<file path="config.mk">
export PLATFORM = sky130hd
export DESIGN_NAME = sprite_vram_loader_flat
export DESIGN_NICKNAME = d
export VERILOG_FILES = /design/src/rtl/sprite_vram_loader_if.sv /design/src/rtl/sprite_vram_loader.sv /design/src/flat_wrapper.sv
export SDC_FILE = /design/constraint.sdc
export NUM_CORES = 1
export LEC_CHECK = 0
export CAP_MARGIN = 20
export CORE_UTILIZATION = 31
export DETAILED_ROUTE_END_ITERATION = 16
export GPL_TIMING_DRIVEN = 1
export HOLD_SLACK_MARGIN = 0.1
export MAX_ROUTING_LAYER = met4
export PLACE_DENSITY = 0.63
export SYNTH_ARGS = -nofsm -noshare
export SYNTH_HDL_FRONTEND = slang
export SYNTH_SLANG_ARGS = --single-unit
</file>
<file path="constraint.sdc">
create_clock -name clock -period 2.5 [get_ports clock]
set_input_delay 0.25 -clock clock [delete_from_list [all_inputs] [get_ports clock]]
set_output_delay 0.25 -clock clock [all_outputs]
set_load 0.02 [all_outputs]
</file>
<file path="src/rtl/sprite_vram_loader_if.sv">
// rtl/sprite_vram_loader_if.sv - pixel stream and VRAM write bus for the sprite loader
//   in_valid/in_data/in_last : pixel source -> loader
//   in_ready                 : loader -> pixel source
//   mem_addr/mem_write/mem_data : loader -> VRAM write port
interface sprite_vram_loader_if #(
  parameter int ADDR_WIDTH = 10,
  parameter int DATA_WIDTH = 8
);
  logic                  in_valid;
  logic [DATA_WIDTH-1:0] in_data;
  logic                  in_last;
  logic                  in_ready;
  logic [ADDR_WIDTH-1:0] mem_addr;
  logic                  mem_write;
  logic [DATA_WIDTH-1:0] mem_data;

  modport master (
    output in_valid, in_data, in_last,
    input  in_ready, mem_addr, mem_write, mem_data
  );

  modport slave (
    input  in_valid, in_data, in_last,
    output in_ready, mem_addr, mem_write, mem_data
  );
endinterface

</file>
<file path="src/rtl/sprite_vram_loader.sv">
// rtl/sprite_vram_loader.sv - streams one raster-order sprite into VRAM during blanking
//   clock  : system clock
//   reset  : asynchronous active-low reset
//   blank  : 1 while the display is not reading VRAM; writes only happen then
//   start  : one-cycle pulse, (re)starts a load at address 0
//   bus    : pixel stream in, registered VRAM write port out
//   busy   : load in progress
//   done   : one-cycle pulse on a correctly framed load
//   error  : sticky framing error, cleared by start
module sprite_vram_loader #(
  parameter int ADDR_WIDTH  = 10,
  parameter int DATA_WIDTH  = 8,
  parameter int SPRITE_SIZE = 32
) (
  input  logic                  clock,
  input  logic                  reset,
  input  logic                  blank,
  input  logic                  start,
  sprite_vram_loader_if.slave   bus,
  output logic                  busy,
  output logic                  done,
  output logic                  error
);

  localparam int CW = $clog2(SPRITE_SIZE);
  localparam logic [CW-1:0] EDGE_MAX = CW'(SPRITE_SIZE - 1);

  typedef enum logic [1:0] {IDLE, LOAD, DONE} state_t;

  state_t                state, state_next;
  logic [CW-1:0]         sprite_x, sprite_y;
  logic [ADDR_WIDTH-1:0] addr_q;
  logic [DATA_WIDTH-1:0] data_q;
  logic                  write_q;
  logic                  error_q;
  logic                  ready;
  logic                  restart;
  logic                  xfer;
  logic                  last_pixel;

  assign ready      = (state == LOAD) && blank;
  // start is honoured in IDLE and LOAD; in DONE it is dropped.
  assign restart    = start && (state != DONE);
  // A handshake coinciding with a restart is discarded.
  assign xfer       = bus.in_valid && ready && !start;
  assign last_pixel = (sprite_x == EDGE_MAX) && (sprite_y == EDGE_MAX);

  assign bus.in_ready  = ready;
  assign bus.mem_addr  = addr_q;
  assign bus.mem_data  = data_q;
  assign bus.mem_write = write_q;
  assign busy          = (state == LOAD);
  assign done          = (state == DONE);
  assign error         = error_q;

  always_ff @(posedge clock or negedge reset) begin
    if (!reset) state <= IDLE;
    else        state <= state_next;
  end

  always_comb begin
    state_next = state;
    case (state)
      IDLE: if (start) state_next = LOAD;
      LOAD: begin
        if (start) begin
          state_next = LOAD;
        end else if (xfer) begin
          // Correct framing needs in_last exactly on the final pixel; any
          // mismatch ends the load without done.
          if (last_pixel && bus.in_last)      state_next = DONE;
          else if (last_pixel || bus.in_last) state_next = IDLE;
        end
      end
      DONE:    state_next = IDLE;
      default: state_next = IDLE;
    endcase
  end

  always_ff @(posedge clock or negedge reset) begin
    if (!reset) begin
      sprite_x <= '0;
      sprite_y <= '0;
      addr_q   <= '0;
      data_q   <= '0;
      write_q  <= 1'b0;
      error_q  <= 1'b0;
    end else begin
      write_q <= 1'b0;
      if (restart) begin
        sprite_x <= '0;
        sprite_y <= '0;
        error_q  <= 1'b0;
      end else if (xfer) begin
        write_q <= 1'b1;
        addr_q  <= ADDR_WIDTH'(SPRITE_SIZE) * ADDR_WIDTH'(sprite_y) + ADDR_WIDTH'(sprite_x);
        data_q  <= bus.in_data;
        if (sprite_x == EDGE_MAX) begin
          sprite_x <= '0;
          sprite_y <= sprite_y + CW'(1);
        end else begin
          sprite_x <= sprite_x + CW'(1);
        end
        if (last_pixel != bus.in_last) error_q <= 1'b1;
      end
    end
  end

endmodule
</file>
<file path="src/flat_wrapper.sv">
// flat-port wrapper written by rule: the top's interface ports become plain ports
module sprite_vram_loader_flat 
#(
  parameter int ADDR_WIDTH  = 10,
  parameter int DATA_WIDTH  = 8,
  parameter int SPRITE_SIZE = 32
)
  (clock, reset, blank, start, busy, done, error, bus_in_valid, bus_in_data, bus_in_last, bus_in_ready, bus_mem_addr, bus_mem_write, bus_mem_data);
  sprite_vram_loader_if #(.ADDR_WIDTH(ADDR_WIDTH), .DATA_WIDTH(DATA_WIDTH)) bus_i ();
  input  logic clock;
  input  logic reset;
  input  logic blank;
  input  logic start;
  output logic busy;
  output logic done;
  output logic error;
  input wire logic [$bits(bus_i.in_valid)-1:0] bus_in_valid;
  input wire logic [$bits(bus_i.in_data)-1:0] bus_in_data;
  input wire logic [$bits(bus_i.in_last)-1:0] bus_in_last;
  output wire logic [$bits(bus_i.in_ready)-1:0] bus_in_ready;
  output wire logic [$bits(bus_i.mem_addr)-1:0] bus_mem_addr;
  output wire logic [$bits(bus_i.mem_write)-1:0] bus_mem_write;
  output wire logic [$bits(bus_i.mem_data)-1:0] bus_mem_data;
  assign bus_i.in_valid = bus_in_valid;
  assign bus_i.in_data = bus_in_data;
  assign bus_i.in_last = bus_in_last;
  assign bus_in_ready = bus_i.in_ready;
  assign bus_mem_addr = bus_i.mem_addr;
  assign bus_mem_write = bus_i.mem_write;
  assign bus_mem_data = bus_i.mem_data;
  sprite_vram_loader #(.ADDR_WIDTH(ADDR_WIDTH), .DATA_WIDTH(DATA_WIDTH), .SPRITE_SIZE(SPRITE_SIZE)) u_core (.clock(clock), .reset(reset), .blank(blank), .start(start), .bus(bus_i), .busy(busy), .done(done), .error(error));
endmodule
</file>
# Yosys cells after proc, flatten, opt, wreduce, memory -nomap -nowiden
# Cells that the tools add are included.
# op_classes
addsub	3
n_mul	0
n_div	0
magnitude_cmp	0
n_eq_ne	9
shift	0
muxes	17
bitwise	1
reduce_logical	16
# op_table
cell	n
2-to-1 mux 5 bit	6
adder 10 x 5 -> 10 bit	1
adder 5 x 1 -> 5 bit, second input constant	2
== test 5 bit, second input constant	2
2-to-1 mux 2 bit	5
logical AND 1 bit	6
AND reduction 2 bit	3
nonzero test 2 bit	3
2-to-1 mux 1 bit	5
inequality test 2 bit, second input constant	2
inequality test 4 x 2 -> 1 bit, second input constant	1
case mux 2 bit (2 select lines)	1
inequality test 3 x 2 -> 1 bit, second input constant	1
AND reduction 3 bit	1
== test 2 x 1 -> 1 bit, second input constant	1
== test 2 bit, second input constant	1
logical NOT 2 bit	1
logical NOT 1 bit	1
logical OR 1 bit	1
inequality test 1 bit	1
inverter 1 bit	1
# word_totals
ff_bits	32
latch_bits	0
ram_bits	0
mem_bits_ro	0
output_inout_bits	23
word_cells	53
memories	0

# Longest topological paths before layout
# depth
depth_word	8
mapped_depth	9
mapped_depth_nobuf	9

# Least setup slack after synthesis
# No wires, ideal clock.
# synth_timing
path_type	register -> register
startpoint	register u_core.sprite_x[0]
endpoint	register u_core.sprite_x[3]
setup_ns	0.080
arrival_ns	1.835
t_required_ns	2.420
setup_slack_ns	0.585
stages_incl_launch_ff	7
cell_sequence	dfrtp_1 ha_1 and3_1 ha_1 or2_2 or4_4 o211ai_2
# synth_between
elab_chain_cells	4
word_cells_on_any_way	5
# synth_lines
element	line_no	source
start, declared	sprite_vram_loader.sv:31	logic [CW-1:0] sprite_x, sprite_y;
start signal, assigned	sprite_vram_loader.sv:102	sprite_x <= sprite_x + CW'(1);
adder 5 x 1 -> 5 bit or == test 5 bit (tied branches)	sprite_vram_loader.sv:102, sprite_vram_loader.sv:98	
2-to-1 mux 5 bit (*)	sprite_vram_loader.sv:98	if (sprite_x == EDGE_MAX) begin
2-to-1 mux 5 bit (*)	sprite_vram_loader.sv:94	end else if (xfer) begin
2-to-1 mux 5 bit (*)	sprite_vram_loader.sv:90	if (restart) begin
# Mark *: on every way between the ends. The rest lies on a longest branch, timed or not. The select of a mux whose other input is x is not followed.
# A chain may end at the register's enable or synchronous reset.

# Worst setup path in the final report
# Same ends and word-level chain as after synthesis.

==> metrics <==
area added between synthesis and finish=35.64%; CTS max path bufs=2; Required @ worst endpoint=2.72 ns; share of total power consumed by net switching=24.92%; post-synthesis sequential area ratio=54.70%; number of global-route vias before repair=1,151; routed vias/inst=5.085; count of input and output buffers=36; placed instance count=205; Ports=37; number of distinct library cell variants in the gate-level netlist after synthesis=28; Warnings, synthesis=0; post-DR wirelength/cell=14.41 µm; Max FO, Critical Path=6; area share of fa/ha/maj cells after synthesis=5.128%; worst hold path type=input port to asynchronous set/reset pin; Critical Path, Cell by Cell=ha_1, and3_1, ha_1, or2_2, or4_4, o211ai_2; kind of launch point of the worst setup path=flop; clock-pin slew of the registers on the worst-case setup and hold paths=0.07 ns; cell at the root of the clock tree=sky130_fd_sc_hd__clkbuf_8; initial core utilization=32.94%; DIE AREA=5001 µm²; H-Tree Depth=2; combinational family with the most area after synthesis=simple AND/OR/NAND/NOR gates; Detail Placement HPWL=2110 µm; switching power total=316.3 µW; most crowded layer after global routing=met2; met1 Usage GRT=16.38%; number of nets in the layout=180; GR met3 Demand/Resource=5.128%; most numerous cell in the Yosys netlist=sky130_fd_sc_hd__dfrtp_1; global route overflow=0; DRC viols=2; max frequency=0.4872 GHz; Int Pwr=952.8 µW; number of antenna diodes=0; max-slew violations=0; total clock sinks=32; top flip-flop cell by instance count after synthesis=sky130_fd_sc_hd__dfrtp_1; max-capacitance violation count=0; leading post-synthesis cells by instance count=sky130_fd_sc_hd__dfrtp_1 (32), sky130_fd_sc_hd__mux2_2 (18), sky130_fd_sc_hd__o21ai_0 (10); total routed wirelength=3069 µm; clock latency on the worst-skew pair=0.29 ns; count of cells resized by post-cts repair=0; mux cell area share after synthesis=13.85%; Sequential Area=800.8 µm²; Core Box Area=4444 µm²; CP Capture Type=flop; power density over the cells=639.2 nW/µm²; Synth area leaders=sky130_fd_sc_hd__dfrtp_1 (55%), sky130_fd_sc_hd__mux2_2 (14%), sky130_fd_sc_hd__ha_1 (5.1%); clock network fraction of design power=39.0%; unrepaired setup endpoints after global routing=false; layout cell share with drive strength beyond 1=20.50%; share of the synthesized area in the top cell type=54.70%; Leak Pwr=0.0008920 µW; total of flip-flops plus latches after synthesis=32; share of the clock period used by the worst path=82.11%; post-CTS setup repair buffer count=0; pre-CTS setup slack=0.4540 ns; simple-gate share of the synthesized area=14.27%; delay contributed by the slowest stage of the critical path=0.48 ns; post-synthesis xor/xnor area fraction=0%; Worst Path Class, Setup=flop to flop; CTS tree=yes; final sum of negative setup slack=0 ns; violated checks=design-rule violations; count of routing violations after the opening detailed-route iteration=49; total nets after synthesis=139; fraction of the mapped netlist area in compound gates=8.974%; post-cts hold buffer count=0; measured slew at the worst slew-check pin=0.5591 ns; Slew HR=62.59%; via count=1,083; number of antenna violations at the first check in global routing=0; clock period minus final worst setup slack=2.053 ns; total of endpoints with negative setup slack in the final report=0; post-synth top area cell=sky130_fd_sc_hd__dfrtp_1; slowest cell on the critical path=sky130_fd_sc_hd__or4_4; antenna-violating nets left=0; Chip Height=70.72 µm; Final Hold Viols=0; post-route setup slack=0.4473 ns; Sequential Power Share=44.8%; # rows=24; total global-route track usage=14.43%; Clock Skews=0.002068 ns; global-route wire length before repair=5264 µm; Finished Layout Cells=213; number of instances in the synthesized netlist=119; Arr. time, crit path=2.27 ns; RePlAce Congestion=0.7083; Fill cells=417; number of detailed-routing iterations run before antenna repair=10; most used cell along the critical path=sky130_fd_sc_hd__ha_1; number of buffers created by CTS=5; global-route met2 utilization=22.44%; total area of multi-input combinational cells=618.1 µm²; Mapped Avg Cell Area=12.30 µm²; chip width=70.72 µm; Syn Std Cell Area=1464 µm²; share of async-settable or async-resettable flops after synthesis=100.0%; Peak VDD IR=0.0002213 V; Logic pwr share=16.2%; outcome=finished with violations; maximum number of pins on one net before global-route repair=33; EDFF count, synth=0
==> flip-flops by register name, indices dropped and copies added, names as in the netlist <==
register and flops:
u_core.bus.mem_addr 10, u_core.bus.mem_data 8, u_core.sprite_x 5, u_core.sprite_y 5, u_core.state 2, u_core.bus.mem_write 1
u_core.error 1
==> area by class of cell <==
| cell class | instances | area share [%] |
|---|---|---|
| sequential | 32 | 40.33 |
| clock buffer | 5 | 3.466 |
| timing repair buffer | 38 | 18.90 |
| tap | 52 | 3.277 |
| multi-input combinational | 79 | 31.13 |
| clock inverter | 3 | 2.142 |
| inverter | 4 | 0.7561 |
==> layout by cell type, fill, tap and decap left out, drive strengths merged <==
| master | count |
|---|---|
| a21oi | 8 |
| a31oi | 1 |
| and2 | 1 |
| and3 | 3 |
| and4b | 1 |
| buf | 2 |
| bufinv | 1 |
| clkbuf | 5 |
| clkdlybuf4s50 | 36 |
| clkinv | 1 |
| clkinvlp | 1 |
| dfrtp | 32 |
| ha | 6 |
| inv | 4 |
| mux2 | 18 |
| nand2 | 2 |
| nand2b | 1 |
| nand3 | 6 |
| nand4 | 1 |
| nand4b | 2 |
| nor2 | 5 |
| nor2b | 4 |
| o211ai | 1 |
| o21ai | 10 |
| o31ai | 3 |
| or2 | 1 |
| or3 | 2 |
| or4 | 3 |
==> worst max-delay path: cells and delay by family, from the launching register on <==
| family | cells | cell delay [ns] |
|---|---|---|
| compound gates | 1 | 0.07 |
| fa+ha+maj | 2 | 0.49 |
| flops | 1 | 0.42 |
| simple gates | 3 | 1.01 |
==> layer usage <==
layer / part of all wire, % / vias up
met3: 4.8 / 10
met2: 49 / 26
met5: 0 / -
li1: - / 511
met4: 3.4 / 0
met1: 43 / 536
==> path summary, 6_finish.rpt <==
check | depth (start not counted) | slack [ns] | endpoint | start
max in group asynchronous | 2 | 1.85 | u_core.bus.mem_addr[5] | reset
hold / removal | 2 | 0.36 | u_core.bus.mem_addr[4] | reset
hold reg to reg | 1 | 0.50 | u_core.state[0] | u_core.state[1]
setup reg to reg | 6 | 0.45 | u_core.sprite_x[3] | u_core.sprite_x[0]
setup / recovery | 6 | 0.45 | u_core.sprite_x[3] | u_core.sprite_x[0]
min in group clock | 1 | 0.50 | u_core.state[0] | u_core.state[1]
==> metrics by stage <==
| step | utilization [%] | total power [µW] | cell area [µm²] | hold slack [ns] |
|---|---|---|---|---|
| after global placement | 42.17 | 781.5 | 1874 | 0.4703 |
| after CTS | 44.68 | 1285 | 1986 | 0.3832 |
| after floorplan | - | 674.1 | 1464 | -0.04559 |
| after global routing | 44.68 | 1331 | 1986 | 0.4053 |
| after detailed placement | 42.17 | 787.8 | 1874 | 0.4845 |
| final | 44.68 | 1269 | 1986 | 0.3645 |
==> power groups by stage <==
stage	combinational [µW]	sequential, µW	clock, µW
CTS	210	569	506
finish	206	568	495
global route	221	572	538
detailed placement	209	579	0
floorplan	56.8	617	0
global placement	204	577	0
==> cells by family after synthesis <==
logic type	Yosys count
buffers and inverters	8
AND/OR/NAND/NOR	32
adder cells (fa/ha/maj)	6
multiplexers	18
AO/OA/AOI/OAI	23
flip-flops	32
(Power assumes the default switching activity.)
==> edit 1, RTL diff (same settings) <==
`ADDR_WIDTH` is set to 10 in 3 places; all go to 9.
--- a/src/rtl/sprite_vram_loader_if.sv
+++ b/src/rtl/sprite_vram_loader_if.sv
@@ -4,5 +4,5 @@
 //   mem_addr/mem_write/mem_data : loader -> VRAM write port
 interface sprite_vram_loader_if #(
-  parameter int ADDR_WIDTH = 10,
+  parameter int ADDR_WIDTH = 9,
   parameter int DATA_WIDTH = 8
 );
--- a/src/rtl/sprite_vram_loader.sv
+++ b/src/rtl/sprite_vram_loader.sv
@@ -9,5 +9,5 @@
 //   error  : sticky framing error, cleared by start
 module sprite_vram_loader #(
-  parameter int ADDR_WIDTH  = 10,
+  parameter int ADDR_WIDTH  = 9,
   parameter int DATA_WIDTH  = 8,
   parameter int SPRITE_SIZE = 32
--- a/src/flat_wrapper.sv
+++ b/src/flat_wrapper.sv
@@ -2,5 +2,5 @@
 module sprite_vram_loader_flat 
 #(
-  parameter int ADDR_WIDTH  = 10,
+  parameter int ADDR_WIDTH  = 9,
   parameter int DATA_WIDTH  = 8,
   parameter int SPRITE_SIZE = 32
Interface: changed (resized bus_mem_addr); port bits go from 37 to 36. The function was not compared with the original's and may differ.
==> edit 1 against the unedited design <==
Sequential cell count down 1. Critical path depth unchanged. Design area down 1.9%. Largest cell class unchanged. Setup slack better by 20 ps. Sequential share of layout area down 0.51 points. Area after synthesis down 2.8%. Routed wire length down 3.6%. Total power down 0.50%.
==> edit 1: results (changes against the unedited design) <==
Cells and area
  • Fin cells: 211 (-0.94%)
  • Max reg flops: 9 (-1)
  • Filler instances: 411 (-1.4%)
  • Nets: 178 (-1.1%)
  • Fraction of layout cells with a size suffix above 1: 19.5% (-1.0 points)
  • # diodes: 0 (unchanged)
  • Final core occ: 44.4% (-0.24 points)

Global routing
  • M2 GR Usage: 23.3% (+0.87 points)
  • Largest net degree at the start of global routing: 32 (-3.0%)
  • Global-route wire length before repair: 5.23 mm (-0.65%)
  • Met3 usage: 4.36% (-0.77 points)
  • Initial antenna violation count: 0 (unchanged)
  • GRT met1 Usage: 16.1% (-0.32 points)
  • Overall Global Routing Usage: 14.0% (-0.40 points)

Placement
  • Worst slack at placement: 500 ps (+46.3 ps)
  • Routability cong.: 0.776 (+9.6%)
  • Placed cells: 203 (-0.98%)
  • Port Buffer Count: 35 (-2.8%)
  • DP HPWL: 2.12 mm (+0.46%)

Critical path
  • R2r setup slk: 470 ps (+20 ps)
  • Crit path DAT: 2240 ps (-30 ps)
  • Crit path kind: reg -> reg

Route
  • Via count: 1082 (-0.092%)
  • Wire length on met2: 1.50 mm (-1.1%)
  • 1st-iter DRT viols: 25 (-49%)
  • Detailed-route DRC error count: 0 (-2)
  • WL met3: 127 um (-13%)
  • Wirelength, routed: 2.96 mm (-3.6%)
  • Drt first pass iters: 4 (-6)
  • Wl on met1: 1.29 mm (-1.3%)

Power
  • Clock share of power: 39.9% (+0.9 points)
  • Sequential power share: 43.8% (-1.0 points)
  • Net Sw Frac: 23.6% (-1.3 points)
  • Leak pwr: 0.886 nW (-0.69%)
  • VDD IR max: 0.392 mV (+77%)

STA
  • Fmax: 492 MHz (+1.0%)
  • Slew margin rel.: 58.8% (-3.8 points)
  • Min Hold Slack: 365 ps (+0.0850 ps)
  • Clk_skew: 5.86 ps (+3.79 ps)

Synth
  • Largest cells by area after synthesis: dfrtp_1, mux2_2, ha_1, o21ai_0, a21oi_1
  • Post-synth top cells: dfrtp_1, mux2_2, o21ai_0
  • Mapped Nets: 137 (-1.4%)
  • Share of the yosys chip area belonging to registers: 54.5% (-0.17 points)
  • Synth Instances: 117 (-1.7%)
  • Unique masters post-synth: 27 (-3.6%)

CTS
  • Clock Path Buffers: 2 (unchanged)

Run status
  • Status: finished clean
## edit 1: area by class of cell
| type | count | area [sq um] | share of cell area, % |
|---|---|---|---|
| clock inverters | 2 | 35.0 | 1.80 |
| repair buffers | 38 | 373 | 19.1 |
| multi-input cells | 78 | 602 | 30.9 |
| clock buffers | 6 | 82.6 | 4.24 |
| flip-flops and latches | 31 | 776 | 39.8 |
| inverters | 4 | 15.0 | 0.771 |
| well taps | 52 | 65.1 | 3.34 |
## edit 1: cells by family (layout without fill, tap and decap cells)
group / after synthesis / count (layout) / synth area share (%)
AND/OR/NAND/NOR: 32 / 32 / 14.3
flip-flops: 31 / 31 / 54.5
AO/OA/AOI/OAI: 23 / 23 / 9.24
multiplexers: 17 / 17 / 13.5
buffers and inverters: 8 / 50 / 3.17
adder cells (fa/ha/maj): 6 / 6 / 5.28
## edit 1: worst max-delay path, stage by stage, from the launching register on
cell	delay, ps
dfrtp_1	420
ha_1	250
and3_1	190
ha_1	230
or2_2	310
or4_1	480
o211ai_2	70
==> edit 2, RTL diff (same flow settings) <==
Made on the original files. Make the reset (`reset`) synchronous in 2 clocked blocks. Comments in the files are not updated.
--- a/src/rtl/sprite_vram_loader.sv
+++ b/src/rtl/sprite_vram_loader.sv
@@ -54,5 +54,5 @@
   assign error         = error_q;
 
-  always_ff @(posedge clock or negedge reset) begin
+  always_ff @(posedge clock) begin
     if (!reset) state <= IDLE;
     else        state <= state_next;
@@ -78,5 +78,5 @@
   end
 
-  always_ff @(posedge clock or negedge reset) begin
+  always_ff @(posedge clock) begin
     if (!reset) begin
       sprite_x <= '0;
Formal check against the unedited RTL: differs if reset is asserted again (counterexample within 4 cycles, from zero or initial values and one cycle with reset low); with reset held inactive, the same outputs for 10 cycles.
==> edit 2 against the unedited design <==
Setup slack improved by 2.8 ps. Non-clock buffer count rose by 4. Area after synthesis fell by 2.1%. Core utilization fell by 0.89 points. Design area fell by 2.6%. Hold slack improved by 110 ps. First-iteration DRC count rose by 37%. Clock skew rose by 2.3 ps. Sequential cell count did not move. Via count rose by 23%. Global-route usage rose by 0.77 points. Routed wire length rose by 9.8%.
Power is not compared: it rests on default switching activity, and its combinational part moved more than twofold at a synthesized area within 25%.
==> edit 2: results (changes against the unedited design) <==
Cells and area
  • Fin cells: 251 (+18%)
  • Nets: 219 (+22%)
  • Fraction of layout cells with a size suffix above 1: 8.54% (-12 points)

Placement
  • Placed cells: 244 (+19%)
  • DP HPWL: 2.13 mm (+0.97%)

Synth
  • Post-Synth Adder-Cell Area: 5.24% (+0.11 points)
  • Async set-reset flop share out of synthesis: 0% (-100 points)
  • Mux contribution to synthesized area: 0% (-14 points)
  • Largest cells by area after synthesis: dfxtp_1, a21oi_1, o21ai_0, nand3_1, ha_1
  • Share of the yosys chip area belonging to registers: 44.7% (-10 points)
  • Mapped Nets: 184 (+32%)
  • Compound-Gate Fraction of Synth Area: 22.6% (+14 points)
  • Synth Instances: 164 (+38%)
  • Post-synth top cells: dfxtp_1, a21oi_1, o21ai_0

Global routing
  • Largest net degree at the start of global routing: 29 (-12%)
  • Vias in the first global route: 1226 (+6.5%)
  • Overall Global Routing Usage: 15.2% (+0.77 points)
  • Global-route wire length before repair: 5.75 mm (+9.3%)

Route
  • Drt first pass iters: 4 (-6)
  • Vias/cell: 5.29 (+4.1%)
  • 1st-iter DRT viols: 67 (+37%)
  • Wire length per cell: 13.4 um (-6.8%)

STA
  • Clk_skew: 4.33 ps (+2.26 ps)
  • Least-Margin Pin Slew: 344 ps (-215 ps)
  • Min Hold Slack: 477 ps (+112 ps)

Critical path
  • Worst r2r dst: u_core.sprite_y[3]$_SDFFE_PP0P_
  • R2r startpoint: u_core.sprite_x[0]$_SDFFE_PP0P_
  • CP peak stage delay: 510 ps (+30 ps)
  • Crit path max fanout: 9 (+3)

Run status
  • Status: finished clean

Min path
  • Min-Delay Path Class: reg -> reg
## edit 2: area by class of cell
class | instances | area (sq um)
Fill cell | 453 | 2480
Multi-Input combinational cell | 113 | 707
Sequential cell | 32 | 641
Timing Repair Buffer | 42 | 405
Clock buffer | 7 | 96.3
Tap cell | 52 | 65.1
Inverter | 5 | 18.8
## edit 2: how the worst max path moves through the flow
| stage | to | from | depth (start not counted) | slack [ps] |
|---|---|---|---|---|
| after floorplan | u_core.state[0]$_SDFFE_PN0P_ | u_core.sprite_x[0]$_SDFFE_PP0P_ | 9 | 670 |
| after global placement | u_core.sprite_y[3]$_SDFFE_PP0P_ | u_core.sprite_x[0]$_SDFFE_PP0P_ | 6 | 550 |
| after detailed placement | u_core.sprite_y[3]$_SDFFE_PP0P_ | u_core.sprite_x[0]$_SDFFE_PP0P_ | 6 | 500 |
| after CTS | u_core.sprite_y[3]$_SDFFE_PP0P_ | u_core.sprite_x[0]$_SDFFE_PP0P_ | 6 | 450 |
| after global routing | u_core.state[0]$_SDFFE_PN0P_ | u_core.sprite_x[0]$_SDFFE_PP0P_ | 9 | 220 |
| final | u_core.sprite_y[3]$_SDFFE_PP0P_ | u_core.sprite_x[0]$_SDFFE_PP0P_ | 6 | 450 |
## edit 2: logic make-up after synthesis
kind of cell | Yosys count
buf+inv | 19
fa+ha+maj | 6
compound gates | 61
simple gates | 46
flops | 32
## edit 2: worst register-to-register path, cell delays in order (launching register included)
cell and delay [ps]:
dfxtp_1 410, ha_1 210, and3_1 170, ha_1 360, nand4bb_4 190, or4_4 510, a21oi_2 130
## edit 2: layer usage
layer	GRT usage, %	share of wire (%)	vias up	wire length [um]
met5	-	0	-	0
met3	4.47	4.6	5	155
met2	23.2	47	29	1590
met1	18.5	47	626	1580
li1	-	-	669	-
met4	6.89	1.3	0	43
## edit 2: power breakdown
part	total (mW)	internal, mW	switching (mW)
logic	0.0842	0.0374	0.0467
clock network	0.433	0.245	0.188
registers	0.517	0.513	0.00389
## edit 2: metrics by stage
stage	power [mW]	instance area, sq um	utilization [%]	setup slack [ps]
floorplan	0.569	1430	-	669
global placement	0.614	1840	41.6	546
detailed placement	0.614	1840	41.6	496
CTS	1.05	1930	43.8	447
global route	1.08	1930	43.8	221
finish	1.03	1930	43.8	450
